===== config.mk =====
export PLATFORM = sky130hd
export DESIGN_NAME = shift_pla_act_pipe_flat
export DESIGN_NICKNAME = d
export VERILOG_FILES = /design/src/rtl/shift_pla_pkg.sv /design/src/rtl/shift_pla_act_pipe_if.sv /design/src/rtl/shift_pla_lane.sv /design/src/rtl/shift_pla_act_pipe.sv /design/src/flat_wrapper.sv
export SDC_FILE = /design/constraint.sdc
export NUM_CORES = 1
export LEC_CHECK = 0
export BUFFER_PORTS_ARGS = -buffer_cell sky130_fd_sc_hd__buf_4
export CAP_MARGIN = 20
export CORE_UTILIZATION = 60
export CTS_BUF_LIST = sky130_fd_sc_hd__clkbuf_16
export CTS_CLUSTER_DIAMETER = 40
export DETAILED_ROUTE_END_ITERATION = 8
export GPL_ROUTABILITY_DRIVEN = 1
export GPL_TIMING_DRIVEN = 0
export PLACE_DENSITY_LB_ADDON = 0.05
export RECOVER_POWER = 100
export SLEW_MARGIN = 20
export SYNTH_ARGS = -nofsm -noshare
export SYNTH_HDL_FRONTEND = slang
export SYNTH_SLANG_ARGS = --single-unit

===== constraint.sdc =====
create_clock -name clock -period 12.2 [get_ports clock]
set_input_delay 2.44 -clock clock [delete_from_list [all_inputs] [get_ports clock]]
set_output_delay 2.44 -clock clock [all_outputs]
set_load 0.01 [all_outputs]

===== src/rtl/shift_pla_pkg.sv =====
// Shared definitions for the shift-only piecewise-linear activation pipe:
// mode encodings and output-format helper functions.
package shift_pla_pkg;

    typedef enum logic {
        MODE_TANH = 1'b0,
        MODE_SIGM = 1'b1
    } mode_e;

    function automatic int unsigned out_frac_bits(input int unsigned w_out);
        return w_out - 1;
    endfunction

    // Largest positive Q1.OUT_F value; also the symmetric saturation magnitude.
    function automatic int unsigned sat_value(input int unsigned w_out);
        return (32'd1 << (w_out - 1)) - 32'd1;
    endfunction

endpackage


===== src/rtl/shift_pla_act_pipe_if.sv =====
// Valid/ready stream bundle for the activation pipe: one input and one
// output channel, N_CH packed words each.
interface shift_pla_act_pipe_if #(
    parameter int unsigned N_CH  = 4,
    parameter int unsigned W_IN  = 16,
    parameter int unsigned W_OUT = 16
);
    logic                    in_valid;
    logic                    in_ready;
    logic                    in_mode;
    logic [N_CH*W_IN-1:0]    in_data;
    logic                    out_valid;
    logic                    out_ready;
    logic [N_CH*W_OUT-1:0]   out_data;

    modport master (
        output in_valid, in_mode, in_data, out_ready,
        input  in_ready, out_valid, out_data
    );

    modport slave (
        input  in_valid, in_mode, in_data, out_ready,
        output in_ready, out_valid, out_data
    );
endinterface


===== src/rtl/shift_pla_lane.sv =====
// One channel of the activation: magnitude/segment extraction, shift, then
// sign restore, saturation and tanh/sigmoid post-processing.
module shift_pla_lane
    import shift_pla_pkg::*;
#(
    parameter int unsigned W_IN  = 16,
    parameter int unsigned IN_I  = 4,
    parameter int unsigned W_OUT = 16
) (
    input  logic              clock,
    input  logic              resetn,
    input  logic              en1,
    input  logic              en2,
    input  logic              en3,
    input  logic [W_IN-1:0]   x,
    input  mode_e             mode_s1,
    input  mode_e             mode_s3,
    output logic [W_OUT-1:0]  y
);
    localparam int unsigned IN_F  = W_IN - IN_I;
    localparam int unsigned OUT_F = out_frac_bits(W_OUT);
    localparam int unsigned KW    = IN_I + 2;
    localparam logic [OUT_F:0]   ONE   = {1'b1, {OUT_F{1'b0}}};
    localparam logic [KW-1:0]    K_MAX = KW'(OUT_F);
    localparam logic [W_OUT-1:0] SAT   = W_OUT'(sat_value(W_OUT));
    localparam logic [W_OUT-1:0] HALF  = W_OUT'(32'd1 << (OUT_F - 1));

    // Magnitude is one bit wider so the most negative input stays exact.
    logic [W_IN:0]    mag;
    logic [W_IN+1:0]  t;
    logic [OUT_F-1:0] r;
    logic [OUT_F-1:0] r_half;
    logic [OUT_F:0]   inner_c;

    always_comb begin
        mag = x[W_IN-1] ? ({1'b0, ~x} + (W_IN+1)'(1)) : {1'b0, x};
        t   = (mode_s1 == MODE_SIGM) ? {1'b0, mag} : {mag, 1'b0};
    end

    generate
        if (IN_F >= OUT_F) begin : g_trunc
            assign r = t[IN_F-1 -: OUT_F];
        end else begin : g_ext
            assign r = {t[IN_F-1:0], {(OUT_F-IN_F){1'b0}}};
        end
    endgenerate

    assign r_half  = r >> 1;
    assign inner_c = ONE - {1'b0, r_half};

    logic            neg1, neg2;
    logic [KW-1:0]   k1;
    logic [OUT_F:0]  inner1, v2, v_c;

    assign v_c = (k1 > K_MAX) ? '0 : (inner1 >> k1);

    always_ff @(posedge clock or negedge resetn) begin
        if (!resetn) begin
            neg1   <= 1'b0;
            k1     <= '0;
            inner1 <= '0;
            neg2   <= 1'b0;
            v2     <= '0;
        end else begin
            if (en1) begin
                neg1   <= x[W_IN-1];
                k1     <= t[W_IN+1:IN_F];
                inner1 <= inner_c;
            end
            if (en2) begin
                neg2 <= neg1;
                v2   <= v_c;
            end
        end
    end

    logic [W_OUT-1:0]        y_full, y_mag, y_c;
    logic signed [W_OUT-1:0] ys, ys_half;

    always_comb begin
        y_full  = ONE - v2;
        y_mag   = (y_full == ONE) ? SAT : y_full;
        ys      = neg2 ? -y_mag : y_mag;
        ys_half = ys >>> 1;
        y_c     = (mode_s3 == MODE_SIGM) ? (HALF + ys_half) : ys;
    end

    always_ff @(posedge clock or negedge resetn) begin
        if (!resetn) begin
            y <= '0;
        end else if (en3) begin
            y <= y_c;
        end
    end
endmodule


===== src/rtl/shift_pla_act_pipe.sv =====
// Three-stage multi-channel tanh/sigmoid unit: valid/ready control, mode
// pipeline and N_CH parallel lanes.
module shift_pla_act_pipe
    import shift_pla_pkg::*;
#(
    parameter int unsigned W_IN  = 16,
    parameter int unsigned IN_I  = 4,
    parameter int unsigned W_OUT = 16,
    parameter int unsigned N_CH  = 4
) (
    input  logic              clock,
    input  logic              resetn,
    shift_pla_act_pipe_if.slave bus
);
    logic  v1, v2, v3;
    logic  adv1, adv2, adv3;
    logic  en1, en2, en3;
    mode_e mode1, mode2;
    mode_e in_mode_e;

    // Each stage moves when empty or when the stage after it moves.
    assign adv3 = !v3 || bus.out_ready;
    assign adv2 = !v2 || adv3;
    assign adv1 = !v1 || adv2;

    assign en1 = adv1 && bus.in_valid;
    assign en2 = adv2 && v1;
    assign en3 = adv3 && v2;

    assign bus.in_ready  = adv1;
    assign bus.out_valid = v3;
    assign in_mode_e     = mode_e'(bus.in_mode);

    always_ff @(posedge clock or negedge resetn) begin
        if (!resetn) begin
            v1    <= 1'b0;
            v2    <= 1'b0;
            v3    <= 1'b0;
            mode1 <= MODE_TANH;
            mode2 <= MODE_TANH;
        end else begin
            if (adv1) v1 <= bus.in_valid;
            if (adv2) v2 <= v1;
            if (adv3) v3 <= v2;
            if (en1)  mode1 <= in_mode_e;
            if (en2)  mode2 <= mode1;
        end
    end

    generate
        for (genvar c = 0; c < N_CH; c++) begin : g_lane
            shift_pla_lane #(
                .W_IN  (W_IN),
                .IN_I  (IN_I),
                .W_OUT (W_OUT)
            ) u_lane (
                .clock   (clock),
                .resetn  (resetn),
                .en1     (en1),
                .en2     (en2),
                .en3     (en3),
                .x       (bus.in_data[c*W_IN +: W_IN]),
                .mode_s1 (in_mode_e),
                .mode_s3 (mode2),
                .y       (bus.out_data[c*W_OUT +: W_OUT])
            );
        end
    endgenerate
endmodule

===== src/flat_wrapper.sv =====
// flat-port wrapper written by rule: the top's interface ports become plain ports
module shift_pla_act_pipe_flat import shift_pla_pkg::*;
#(
    parameter int unsigned W_IN  = 16,
    parameter int unsigned IN_I  = 4,
    parameter int unsigned W_OUT = 16,
    parameter int unsigned N_CH  = 4
)
  (clock, resetn, bus_in_valid, bus_in_mode, bus_in_data, bus_out_ready, bus_in_ready, bus_out_valid, bus_out_data);
  shift_pla_act_pipe_if #(.N_CH(N_CH), .W_IN(W_IN), .W_OUT(W_OUT)) bus_i ();
  input  logic clock;
  input  logic resetn;
  input wire logic [$bits(bus_i.in_valid)-1:0] bus_in_valid;
  input wire logic [$bits(bus_i.in_mode)-1:0] bus_in_mode;
  input wire logic [$bits(bus_i.in_data)-1:0] bus_in_data;
  input wire logic [$bits(bus_i.out_ready)-1:0] bus_out_ready;
  output wire logic [$bits(bus_i.in_ready)-1:0] bus_in_ready;
  output wire logic [$bits(bus_i.out_valid)-1:0] bus_out_valid;
  output wire logic [$bits(bus_i.out_data)-1:0] bus_out_data;
  assign bus_i.in_valid = bus_in_valid;
  assign bus_i.in_mode = bus_in_mode;
  assign bus_i.in_data = bus_in_data;
  assign bus_i.out_ready = bus_out_ready;
  assign bus_in_ready = bus_i.in_ready;
  assign bus_out_valid = bus_i.out_valid;
  assign bus_out_data = bus_i.out_data;
  shift_pla_act_pipe #(.W_IN(W_IN), .IN_I(IN_I), .W_OUT(W_OUT), .N_CH(N_CH)) u_core (.clock(clock), .resetn(resetn), .bus(bus_i));
endmodule

==> results of run 1 <==
[area by class of cell]
| class | instances | area [sq um] | area share [%] |
|---|---|---|---|
| Sequential cell | 221 | 5530 | 27.4 |
| Multi-Input combinational cell | 1789 | 11700 | 57.8 |
| Tap cell | 390 | 488 | 2.41 |
| Buffer | 170 | 651 | 3.22 |
| Timing Repair Buffer | 130 | 722 | 3.57 |
| Clock buffer | 29 | 726 | 3.59 |
| Clock inverter | 22 | 224 | 1.11 |
| Inverter | 49 | 184 | 0.910 |
[logic make-up (layout without fill, tap and decap cells)]
kind of cell	after synthesis	count (layout)	synth area share, %
xor gates and xnor gates	161	161	7.80
adders and majority gates	16	16	1.11
AOI/OAI and AO/OA	630	630	24.1
muxes	110	110	8.07
buffers and inverters	219	400	4.66
DFF	221	221	30.6
and+or+nand+nor	872	872	23.7
[cell usage after synthesis, types with 18 or more instances]
library cell and number:
sky130_fd_sc_hd__o31ai_1 39, sky130_fd_sc_hd__and2_1 29, sky130_fd_sc_hd__a211oi_1 46, sky130_fd_sc_hd__mux2i_1 67
sky130_fd_sc_hd__nand2b_1 39, sky130_fd_sc_hd__nor2_1 191, sky130_fd_sc_hd__inv_1 45, sky130_fd_sc_hd__o22ai_1 18
sky130_fd_sc_hd__o221ai_1 33, sky130_fd_sc_hd__nor3_1 79, sky130_fd_sc_hd__nor4_1 31, sky130_fd_sc_hd__nand3_1 58
sky130_fd_sc_hd__xor2_1 73, sky130_fd_sc_hd__xnor2_1 88, sky130_fd_sc_hd__a22o_1 45, sky130_fd_sc_hd__nor2b_1 25
sky130_fd_sc_hd__mux4_2 27, sky130_fd_sc_hd__clkbuf_1 141, sky130_fd_sc_hd__nand2_1 277, sky130_fd_sc_hd__or3_1 26
sky130_fd_sc_hd__buf_1 20, sky130_fd_sc_hd__dfrtp_1 221, sky130_fd_sc_hd__or4_1 27, sky130_fd_sc_hd__o21ai_0 146
sky130_fd_sc_hd__a21oi_1 107, sky130_fd_sc_hd__o211ai_1 28
[path summary, 6_finish.rpt]
| path | endpoint | slack, ns | cells past startpoint |
|---|---|---|---|
| max in group clock | u_core.g_lane[3].u_lane.inner1[12] | 5.91 | 12 |
| min in group asynchronous | u_core.g_lane[3].u_lane.y[6] | 2.93 | 1 |
| setup reg to reg | u_core.g_lane[3].u_lane.y[10] | 6.34 | 19 |
| hold reg to reg | u_core.g_lane[3].u_lane.y[5] | 0.48 | 1 |
| hold / removal | u_core.g_lane[3].u_lane.y[5] | 0.48 | 1 |
| setup / recovery | u_core.g_lane[1].u_lane.k1[0] | 4.45 | 2 |
[layer usage]
layer,vias to the layer above,wire (microns),track usage [%]
li1,8599,-,-
met1,8494,23600,46.1
met2,668,23100,52.7
met3,133,2730,2.84
met4,0,2040,13.4
met5,-,0,0
[sequential cells by signal, indices dropped and copies added, names as in the netlist]
name                         count
u_core.bus.out_valid             1
u_core.g_lane.u_lane.k1         24
u_core.g_lane.u_lane.y          64
u_core.mode1                     1
u_core.mode2                     1
u_core.g_lane.u_lane.neg1        4
u_core.g_lane.u_lane.inner1     56
u_core.v2                        1
u_core.g_lane.u_lane.v2         64
u_core.v1                        1
u_core.g_lane.u_lane.neg2        4
[power by group through the flow]
stage                     registers [mW]  clock network [mW]  logic, mW
after floorplan                     1.12                   0       1.44
after global placement              1.11                   0       2.02
after detailed placement            1.12                   0       2.07
after CTS                           1.11               0.841       2.08
after global routing                1.14               0.866       2.24
final                               1.11               0.835       2.03
[cell usage in the layout (no fill, tap or decap), types with 11 or more instances in the layout]
| master | count |
|---|---|
| sky130_fd_sc_hd__a211o_1 | 13 |
| sky130_fd_sc_hd__nor2_1 | 191 |
| sky130_fd_sc_hd__clkbuf_16 | 29 |
| sky130_fd_sc_hd__mux4_2 | 27 |
| sky130_fd_sc_hd__o211ai_1 | 28 |
| sky130_fd_sc_hd__a22oi_1 | 11 |
| sky130_fd_sc_hd__a211oi_1 | 46 |
| sky130_fd_sc_hd__nor4_1 | 31 |
| sky130_fd_sc_hd__nand3_1 | 58 |
| sky130_fd_sc_hd__or2_2 | 15 |
| sky130_fd_sc_hd__a31oi_1 | 17 |
| sky130_fd_sc_hd__o221ai_1 | 33 |
| sky130_fd_sc_hd__and3_1 | 17 |
| sky130_fd_sc_hd__a32o_1 | 11 |
| sky130_fd_sc_hd__mux2i_1 | 67 |
| sky130_fd_sc_hd__o21ai_0 | 147 |
| sky130_fd_sc_hd__nor3_1 | 80 |
| sky130_fd_sc_hd__dfrtp_1 | 221 |
| sky130_fd_sc_hd__inv_1 | 50 |
| sky130_fd_sc_hd__or4_1 | 27 |
| sky130_fd_sc_hd__a22o_1 | 45 |
| sky130_fd_sc_hd__or3_1 | 26 |
| sky130_fd_sc_hd__and2_1 | 26 |
| sky130_fd_sc_hd__nand2_1 | 277 |
| sky130_fd_sc_hd__ha_1 | 16 |
| sky130_fd_sc_hd__buf_1 | 12 |
| sky130_fd_sc_hd__mux2_2 | 16 |
| sky130_fd_sc_hd__nor2b_1 | 25 |
| sky130_fd_sc_hd__buf_4 | 56 |
| sky130_fd_sc_hd__o31ai_1 | 39 |
| sky130_fd_sc_hd__a21oi_1 | 107 |
| sky130_fd_sc_hd__o22ai_1 | 18 |
| sky130_fd_sc_hd__clkbuf_1 | 226 |
| sky130_fd_sc_hd__nand2b_1 | 39 |
| sky130_fd_sc_hd__xor2_1 | 73 |
| sky130_fd_sc_hd__xnor2_1 | 88 |
[through the flow]
step / util (%) / hold WS, ns / setup WS [ns] / power [mW] / cell area (sq um)
after floorplan: - / 0.442 / 6.79 / 2.56 / 18100
after global placement: 65.9 / 0.461 / 5.54 / 3.12 / 19500
after detailed placement: 66.1 / 0.473 / 5.48 / 3.18 / 19600
after CTS: 69.3 / 0.485 / 6.01 / 4.03 / 20500
after global routing: 68.2 / 0.507 / 3.23 / 4.24 / 20200
final: 68.2 / 0.481 / 4.45 / 3.97 / 20200
==> flow_summary.ini, run 1 <==
[outcome]
run_status = finished with violations
failed_checks = max-capacitance violations, max-slew violations

[timing]
finalWorstPathRequiredPeriod_ns = 7.75
final.setup_skew_ns = 0.0105
report.final.slew_viol_count = 133
worstMarginPinSlew_ns = 3.79
final_min_period_over_clock_period_pct = 63.5
setup-tns-final_ns = 0
max-slew-margin-rel_pct = -153
hold_viol = 0
finalSetupViolations = 0
grt_setup_unrepaired = no
achievable-frequency_ghz = 0.129

[setup_path]
setup.worst_path.start = resetn
cp.buffers_inverters = 2
arrival_ns = 7.53
worstSetupStartpointType = input port
critical_path.top_delay_family = buffers and inverters
slowest_delay_ns = 2.79
crit_fanout = 72
required_ns = 11.98
r2r-start = u_core.g_lane[3].u_lane.v2[0]
cpMaxStageDelayCell = sky130_fd_sc_hd__clkbuf_1
critPathKind = in2async
crit_path_cell_trace = clkbuf_1 > clkbuf_1
worst_path_most_repeated_cell = sky130_fd_sc_hd__clkbuf_1
endpoint_kind = async pin

[power_and_ir_drop]
swShare_pct = 43.9
p_int_mw = 2.23
combinationalPowerShare_pct = 51.1
p_per_area_nw_per_um2 = 196
power.clock.fraction_pct = 21.0
seqPwrFrac_pct = 27.9
irDropWorstVdd_uv = 126
switching_power_mw = 1.74
static-leakage-power_nw = 8.08

[global_route]
grt_antenna_before_repair = 0
grt_first_pass_wirelength_mm = 83.4
grt.total_usage_pct = 32.9
pin_count_of_the_biggest_net_entering_global_routing = 92
vias_in_the_first_global_route = 16300
grt_overflow_total = 0

[flow_run]
cap_viol_max_count = 2

[drt]
routed_wire_length_per_instance_microns = 18.4
ant_nets = 0
dr.pass1.iters = 6
dr_total_vias = 17900
drc_errors = 0
wirelength_mm = 51.5
avgViaCountPerCell = 6.39
drt_iter0_markers = 1330

[floorplan]
initial_core_util_pct = 61.0
dieWidth_microns = 176
dieArea_sq_um = 30800
die_y_microns = 176
placementRows = 63
core-area_sq_um = 29600
io-pin-count = 135

[finish]
num-nets-final = 2475
antennaDiodeCount = 0
areaGrowthSynthToFinish_pct = 11.8
layout.filler_cells = 2616
drive_gt1_share_pct = 7.55
stdcell_count = 2800

[logic_synthesis]
postSynthCellCount = 2229
post_synth.cell_area_avg_sq_um = 8.11
synth_area_sq_um = 18100
netlist_top_cells_area = sky130_fd_sc_hd__dfrtp_1 31%, sky130_fd_sc_hd__nand2_1 5.8%, sky130_fd_sc_hd__xnor2_1 4.3%, sky130_fd_sc_hd__o21ai_0 4.0%, sky130_fd_sc_hd__nor2_1 4.0%
synthesis.nets = 2314
yosys_warnings = 0
yosys.area.top_type_share_pct = 30.6
synth-seq-area-share_pct = 30.6
distinct_cell_type_count_of_the_synthesized_netlist = 86
synth-edff-count = 0
netlist.top_cell.by_area = sky130_fd_sc_hd__dfrtp_1
ffs_w_async_s_r_synth_pct = 100
flip_flop_and_latch_count_after_synthesis = 221
ys.flop_type = sky130_fd_sc_hd__dfrtp_1

[clock_tree]
tritoncts_clock_tree = done
cts.root.buffer_cell = sky130_fd_sc_hd__clkbuf_16
htree_num_levels = 1
cts_made_buffers = 29
clock-sinks = 221
hold_buffer_count_at_cts = 0
clockBufferDepth = 3
clk_pin_slew_worst_paths_ns = 0.06
cts_post_setup_buffers_inserted = 0
cts_resized = 0
insertion_delay_ns = 0.54

[placement]
gpl.final_weighted_congestion = 0.922
placed_cells_incl_taps = 2749
port_buffers = 128
hpwl_mm = 39.5

[hold_path]
holdCritPathClass = reg2reg
source_of_the_worst_hold_timing_path = u_core.g_lane[3].u_lane.y[5]
Note: power is estimated with default switching activity, not from simulation.
==> run 2, diff against run 1 <==
Settings changed: CORE_UTILIZATION 60 to 56.
Clock period 12.2 ns to 6.6 ns, I/O delays scaled along.
==> run 2 against run 1 <==
The flow still finishes with violations (max-capacitance violations, max-slew violations). Flip-flop and latch count is the same. Clock skew grew 0.022 ns. Core utilization shrank 4.3 points.
==> flow_summary.ini, run 2 (synthesis gave the netlist of run 1 again) <==
[global_route]
pin_count_of_the_biggest_net_entering_global_routing = 94
grt_antenna_before_repair = 0
vias_in_the_first_global_route = 16200
grt.total_usage_pct = 31.0
grt_overflow_total = 0
grt_first_pass_wirelength_mm = 84.2

[drt]
drc_errors = 0
dr_total_vias = 17700
ant_nets = 0
avgViaCountPerCell = 6.28
routed_wire_length_per_instance_microns = 18.3
wirelength_mm = 51.4
dr.pass1.iters = 6
drt_iter0_markers = 1432

[timing]
finalSetupViolations = 0
report.final.slew_viol_count = 131
worstMarginPinSlew_ns = 3.42
finalHoldWorstSlack_ns = 0.475
setup-tns-final_ns = 0
finalWorstPathRequiredPeriod_ns = 5.66
grt_setup_unrepaired = no
hold_viol = 0
final_min_period_over_clock_period_pct = 85.7
max-slew-margin-rel_pct = -128
final.setup_skew_ns = 0.0321
achievable-frequency_ghz = 0.177
setup_slack_ns = 0.941

[setup_path]
required_ns = 7.06
endpoint_kind = flop
crit_fanout = 10
reg2reg_setup_slack_ns = 0.94
r2r-start = u_core.g_lane[3].u_lane.v2[0]
arrival_ns = 6.12
regToRegEndpoint = u_core.g_lane[3].u_lane.y[5]
worst_r2r_path_cells = 19
critPathKind = reg2reg
worstSetupStartpointType = flop

[power_and_ir_drop]
post-layout-total-power_mw = 7.29
irDropWorstVdd_uv = 204
p_per_area_nw_per_um2 = 361
static-leakage-power_nw = 8.09

[floorplan]
core-area_sq_um = 31600
die_y_microns = 182
dieWidth_microns = 182
initial_core_util_pct = 57.1
dieArea_sq_um = 33000
io-pin-count = 135
placementRows = 65

[finish]
layout_top_registers = u_core.g_lane.u_lane.v2: 64 flops, u_core.g_lane.u_lane.y: 64 flops, u_core.g_lane.u_lane.inner1: 56 flops
most_common_library_cell_in_the_layout_ignoring_fill_and_taps = sky130_fd_sc_hd__nand2_1
num-nets-final = 2478
antennaDiodeCount = 0
most-common-layout-cells = 277 x sky130_fd_sc_hd__nand2_1, 222 x sky130_fd_sc_hd__clkbuf_1, 221 x sky130_fd_sc_hd__dfrtp_1, 191 x sky130_fd_sc_hd__nor2_1, 147 x sky130_fd_sc_hd__o21ai_0
areaGrowthSynthToFinish_pct = 11.9
drive_gt1_share_pct = 7.71
final_core_utilization_pct = 63.9
final_area_sq_um = 20200
stdcell_count = 2816

[hold_path]
source_of_the_worst_hold_timing_path = u_core.g_lane[3].u_lane.y[15]
worst_hold_path_cell_count = 2
holdCritPathClass = reg2reg
hold_end = u_core.g_lane[3].u_lane.y[15]

[clock_tree]
cts_post_setup_buffers_inserted = 0
clk_pin_slew_worst_paths_ns = 0.06
clockBufferDepth = 3
hold_buffer_count_at_cts = 0
clock-sinks = 221
tritoncts_clock_tree = done
cts_made_buffers = 31
cts.root.buffer_cell = sky130_fd_sc_hd__clkbuf_16
insertion_delay_ns = 0.57
cts_resized = 0
htree_num_levels = 1

[placement]
dp_worst_setup_slack_ns = 1.01
gpl.final_weighted_congestion = 0.920
hpwl_mm = 39.7
placed_cells_incl_taps = 2761
detailed_place.area_sq_um = 19600
port_buffers = 128

[flow_run]
cap_viol_max_count = 2

[outcome]
failed_checks = max-capacitance violations, max-slew violations
run_status = finished with violations
==> run 2: changes by cell type in the layout (fill, tap and decap cells not counted), moves of 2 or more <==
cell / change
sky130_fd_sc_hd__clkbuf_1: -4
sky130_fd_sc_hd__inv_6: +2
sky130_fd_sc_hd__bufinv_16: -2
sky130_fd_sc_hd__inv_1: +2
sky130_fd_sc_hd__clkbuf_16: +2
sky130_fd_sc_hd__inv_8: -3
sky130_fd_sc_hd__and2_1: -3
sky130_fd_sc_hd__and2_0: +3
sky130_fd_sc_hd__clkbuf_2: +2
sky130_fd_sc_hd__clkbuf_4: +2
sky130_fd_sc_hd__clkinv_1: +2
==> run 2: worst max path at each step <==
stage,from,endpoint,cells past startpoint
3_5_place_dp,bus_in_mode,u_core.g_lane[0].u_lane.inner1[12],11
4_1_cts,u_core.g_lane[0].u_lane.v2[0],u_core.g_lane[0].u_lane.y[9],19
5_1_grt,u_core.g_lane[3].u_lane.v2[0],u_core.g_lane[3].u_lane.y[5],19
6_report,u_core.g_lane[3].u_lane.v2[0],u_core.g_lane[3].u_lane.y[5],19
3_3_place_gp,bus_in_mode,u_core.g_lane[3].u_lane.inner1[12],12
2_1_floorplan,u_core.g_lane[0].u_lane.v2[0],u_core.g_lane[0].u_lane.y[9],19
==> run 2: metal layers <==
metal	track usage (%)	vias to the layer above	share of wire, %
met3	2.47	119	5.1
met4	10.8	0	3.5
li1	-	8593	-
met5	0	-	0
met2	49.4	588	44
met1	44.4	8377	47
==> run 2: area by class of cell <==
| cell class | instances | area [sq um] |
|---|---|---|
| sequential | 221 | 5530 |
| fill | 2832 | 11400 |
| timing repair buffer | 131 | 732 |
| inverter | 49 | 184 |
| multi-input combinational | 1789 | 11700 |
| tap | 402 | 503 |
| clock buffer | 31 | 776 |
| clock inverter | 23 | 151 |
| buffer | 170 | 656 |
==> run 2: power by group <==
group | internal [mW] | leakage (nW) | total [mW] | switching (mW)
Combinational | 1.44 | 4.86 | 3.74 | 2.31
Sequential | 1.75 | 2.76 | 2.05 | 0.298
Clock | 0.887 | 0.478 | 1.50 | 0.611
Total | 4.08 | 8.09 | 7.29 | 3.21
==> run 2: critical path: stages (launching register included) <==
cell and delay, ns:
sky130_fd_sc_hd__dfrtp_1 0.36, sky130_fd_sc_hd__clkbuf_1 0.24, sky130_fd_sc_hd__inv_1 0.11, sky130_fd_sc_hd__ha_1 0.14, sky130_fd_sc_hd__clkbuf_1 0.30, sky130_fd_sc_hd__or3b_2 0.53, sky130_fd_sc_hd__or3_1 0.33, sky130_fd_sc_hd__a2111o_1 0.46
sky130_fd_sc_hd__a221oi_1 0.83, sky130_fd_sc_hd__and2_0 0.22, sky130_fd_sc_hd__buf_2 0.16, sky130_fd_sc_hd__buf_4 0.19, sky130_fd_sc_hd__nor2_1 0.09, sky130_fd_sc_hd__ha_1 0.24, sky130_fd_sc_hd__o21ai_0 0.17, sky130_fd_sc_hd__o21ai_0 0.19
sky130_fd_sc_hd__and2_0 0.19, sky130_fd_sc_hd__a211oi_1 0.44, sky130_fd_sc_hd__o22ai_1 0.17, sky130_fd_sc_hd__a21o_1 0.19
==> run 3, diff against run 2 <==
Clock period 6.6 ns to 5 ns, I/O delays scaled along.
==> run 3 against run 2 <==
The run still ends with max-capacitance violations, max-slew violations left. Clock skew down 0.0017 ns. Setup slack got worse by 0.70 ns. Sequential power increased by 32%. Combinational power up 34%. First-iteration DRC count up 7.0%. Design area grew 0.71%. Non-clock buffer count is the same. Register-to-register slack got worse by 0.70 ns. Global-route usage rose by 0.057 points. Critical path type unchanged.
==> flow_summary.ini, run 3 (synthesis gave the netlist of run 1 again) <==
[setup_path]
crit_cells = 20
critical_path.top_delay_family = compound AO/OA/AOI/OAI gates
required_ns = 5.48
arrival_ns = 5.24
worst_r2r_path_cells = 20
reg2reg_setup_slack_ns = 0.24
worstSetupStartpointType = flop
setup.worst_path.end = u_core.g_lane[3].u_lane.y[13]
crit_path_cell_trace = clkbuf_1 > inv_1 > ha_1 > buf_2 > or3b_2 > or3_1 > a2111o_1 > a221oi_1 > and2_1 > buf_2 > buf_4 > nor2_1 > ha_1 > o21ai_2 > a211oi_1 > buf_4 > a211o_1 > a21oi_1 > o21ai_0 > o211ai_1
crit_fanout = 10
cpMaxStageDelayCell = sky130_fd_sc_hd__or3b_2
cp.buffers_inverters = 6
r2r-start = u_core.g_lane[3].u_lane.v2[0]
critPathKind = reg2reg
slowest_delay_ns = 0.51
setup.worst_path.start = u_core.g_lane[3].u_lane.v2[0]
endpoint_kind = flop
regToRegEndpoint = u_core.g_lane[3].u_lane.y[13]

[finish]
num-nets-final = 2478
final_area_sq_um = 20400
areaGrowthSynthToFinish_pct = 12.7
layout.filler_cells = 2816
layout_top_registers = u_core.g_lane.u_lane.v2: 64 flops, u_core.g_lane.u_lane.y: 64 flops, u_core.g_lane.u_lane.inner1: 56 flops
most-common-layout-cells = 277 x sky130_fd_sc_hd__nand2_1, 221 x sky130_fd_sc_hd__clkbuf_1, 221 x sky130_fd_sc_hd__dfrtp_1, 190 x sky130_fd_sc_hd__nor2_1, 145 x sky130_fd_sc_hd__o21ai_0
drive_gt1_share_pct = 8.57
most_common_library_cell_in_the_layout_ignoring_fill_and_taps = sky130_fd_sc_hd__nand2_1
stdcell_count = 2816
antennaDiodeCount = 0

[floorplan]
dieWidth_microns = 182
io-pin-count = 135
initial_core_util_pct = 57.1
dieArea_sq_um = 33000
die_y_microns = 182
placementRows = 65
core-area_sq_um = 31600

[timing]
final.setup_skew_ns = 0.0304
achievable-frequency_ghz = 0.210
grt_setup_unrepaired = yes
hold_viol = 0
worstMarginPinSlew_ns = 3.54
report.final.slew_viol_count = 65
finalWorstPathRequiredPeriod_ns = 4.76
final_min_period_over_clock_period_pct = 95.1
max-slew-margin-rel_pct = -136
finalSetupViolations = 0

[placement]
hpwl_mm = 39.7
placed_cells_incl_taps = 2761
gpl.final_weighted_congestion = 0.920
detailed_place.area_sq_um = 19600
port_buffers = 128

[drt]
drc_errors = 0
avgViaCountPerCell = 6.27
routed_wire_length_per_instance_microns = 18.3
dr_total_vias = 17700
wirelength_mm = 51.5
drt_iter0_markers = 1532
dr.pass1.iters = 5
ant_nets = 0

[global_route]
grt.total_usage_pct = 31.0
grt_first_pass_wirelength_mm = 84.4
grt_overflow_total = 0
grt_antenna_before_repair = 0
pin_count_of_the_biggest_net_entering_global_routing = 94
vias_in_the_first_global_route = 16200

[clock_tree]
cts.root.buffer_cell = sky130_fd_sc_hd__clkbuf_16
clk_pin_slew_worst_paths_ns = 0.06
insertion_delay_ns = 0.57
clock-sinks = 221
cts_made_buffers = 31
htree_num_levels = 1
clockBufferDepth = 3
tritoncts_clock_tree = done

[outcome]
run_status = finished with violations
failed_checks = max-capacitance violations, max-slew violations

[hold_path]
holdCritPathClass = reg2reg
source_of_the_worst_hold_timing_path = u_core.g_lane[3].u_lane.y[15]

[flow_run]
cap_viol_max_count = 1

[power_and_ir_drop]
irDropWorstVdd_uv = 269
p_per_area_nw_per_um2 = 476
static-leakage-power_nw = 8.16
[run 3: routing by layer]
metal | part of all wire [%] | wire length, microns | track usage (%) | up-vias
met3 | 4.9 | 2550 | 2.59 | 102
met2 | 45 | 23100 | 49.5 | 582
met1 | 47 | 24200 | 44.3 | 8357
li1 | - | - | - | 8612
met4 | 3.2 | 1650 | 10.8 | 0
met5 | 0 | 0 | 0 | -
[run 3: stage by stage]
| stage | setup WS [ns] | power (mW) | TNS [ns] | util, % | hold slack (ns) |
|---|---|---|---|---|---|
| 3_5_place_dp | -0.548 | 7.78 | -6.05 | 61.9 | 0.473 |
| 3_3_place_gp | -0.454 | 7.65 | -5.12 | 61.8 | 0.463 |
| 4_1_cts | 0.0132 | 9.79 | 0 | 65.0 | 0.368 |
| 5_1_grt | -0.0392 | 10.4 | -0.0996 | 64.4 | 0.493 |
| 2_1_floorplan | 0.546 | 6.25 | 0 | - | 0.442 |
| 6_report | 0.243 | 9.69 | 0 | 64.4 | 0.475 |
[run 3: how the worst min path moves through the flow]
stage	end	slack, ns	cells past startpoint
5_1_grt	u_core.g_lane[3].u_lane.y[15]	0.49	2
3_5_place_dp	u_core.g_lane[3].u_lane.y[5]	0.47	1
4_1_cts	u_core.g_lane[3].u_lane.y[9]	0.37	1
6_report	u_core.g_lane[3].u_lane.y[15]	0.47	2
3_3_place_gp	u_core.v2	0.46	1
2_1_floorplan	u_core.g_lane[0].u_lane.neg1	0.44	2
[run 3: worst reg2reg max path, cell delays in order, from the launching register on]
cell and delay [ns]:
sky130_fd_sc_hd__dfrtp_1 0.36, sky130_fd_sc_hd__clkbuf_1 0.24, sky130_fd_sc_hd__inv_1 0.12, sky130_fd_sc_hd__ha_1 0.14, sky130_fd_sc_hd__buf_2 0.19, sky130_fd_sc_hd__or3b_2 0.51
sky130_fd_sc_hd__or3_1 0.33, sky130_fd_sc_hd__a2111o_1 0.47, sky130_fd_sc_hd__a221oi_1 0.34, sky130_fd_sc_hd__and2_1 0.19, sky130_fd_sc_hd__buf_2 0.17, sky130_fd_sc_hd__buf_4 0.19
sky130_fd_sc_hd__nor2_1 0.09, sky130_fd_sc_hd__ha_1 0.25, sky130_fd_sc_hd__o21ai_2 0.10, sky130_fd_sc_hd__a211oi_1 0.11, sky130_fd_sc_hd__buf_4 0.18, sky130_fd_sc_hd__a211o_1 0.28
sky130_fd_sc_hd__a21oi_1 0.17, sky130_fd_sc_hd__o21ai_0 0.12, sky130_fd_sc_hd__o211ai_1 0.13
[run 3: where the power goes]
| part | switching (mW) | internal, mW |
|---|---|---|
| Sequential | 0.399 | 2.31 |
| Clock | 0.806 | 1.17 |
| Combinational | 3.07 | 1.93 |
| Total | 4.28 | 5.41 |
[run 3: cell type report]
type	count	area, sq um	area share, %
Multi-Input combinational cell	1789	11800	58.0
Sequential cell	221	5530	27.2
Clock buffer	31	776	3.81
Timing Repair Buffer	132	748	3.67
Buffer	169	656	3.22
Tap cell	402	503	2.47
Inverter	49	184	0.903
Clock inverter	23	151	0.743
[run 3: what timing repair did]
action / in CTS / in global routing
buffers inserted: 0 / 2
hold buffers: 0 / 0
setup endpoints to repair: 15 / 35
pin swaps: 0 / 2
resized for setup: 6 / 23
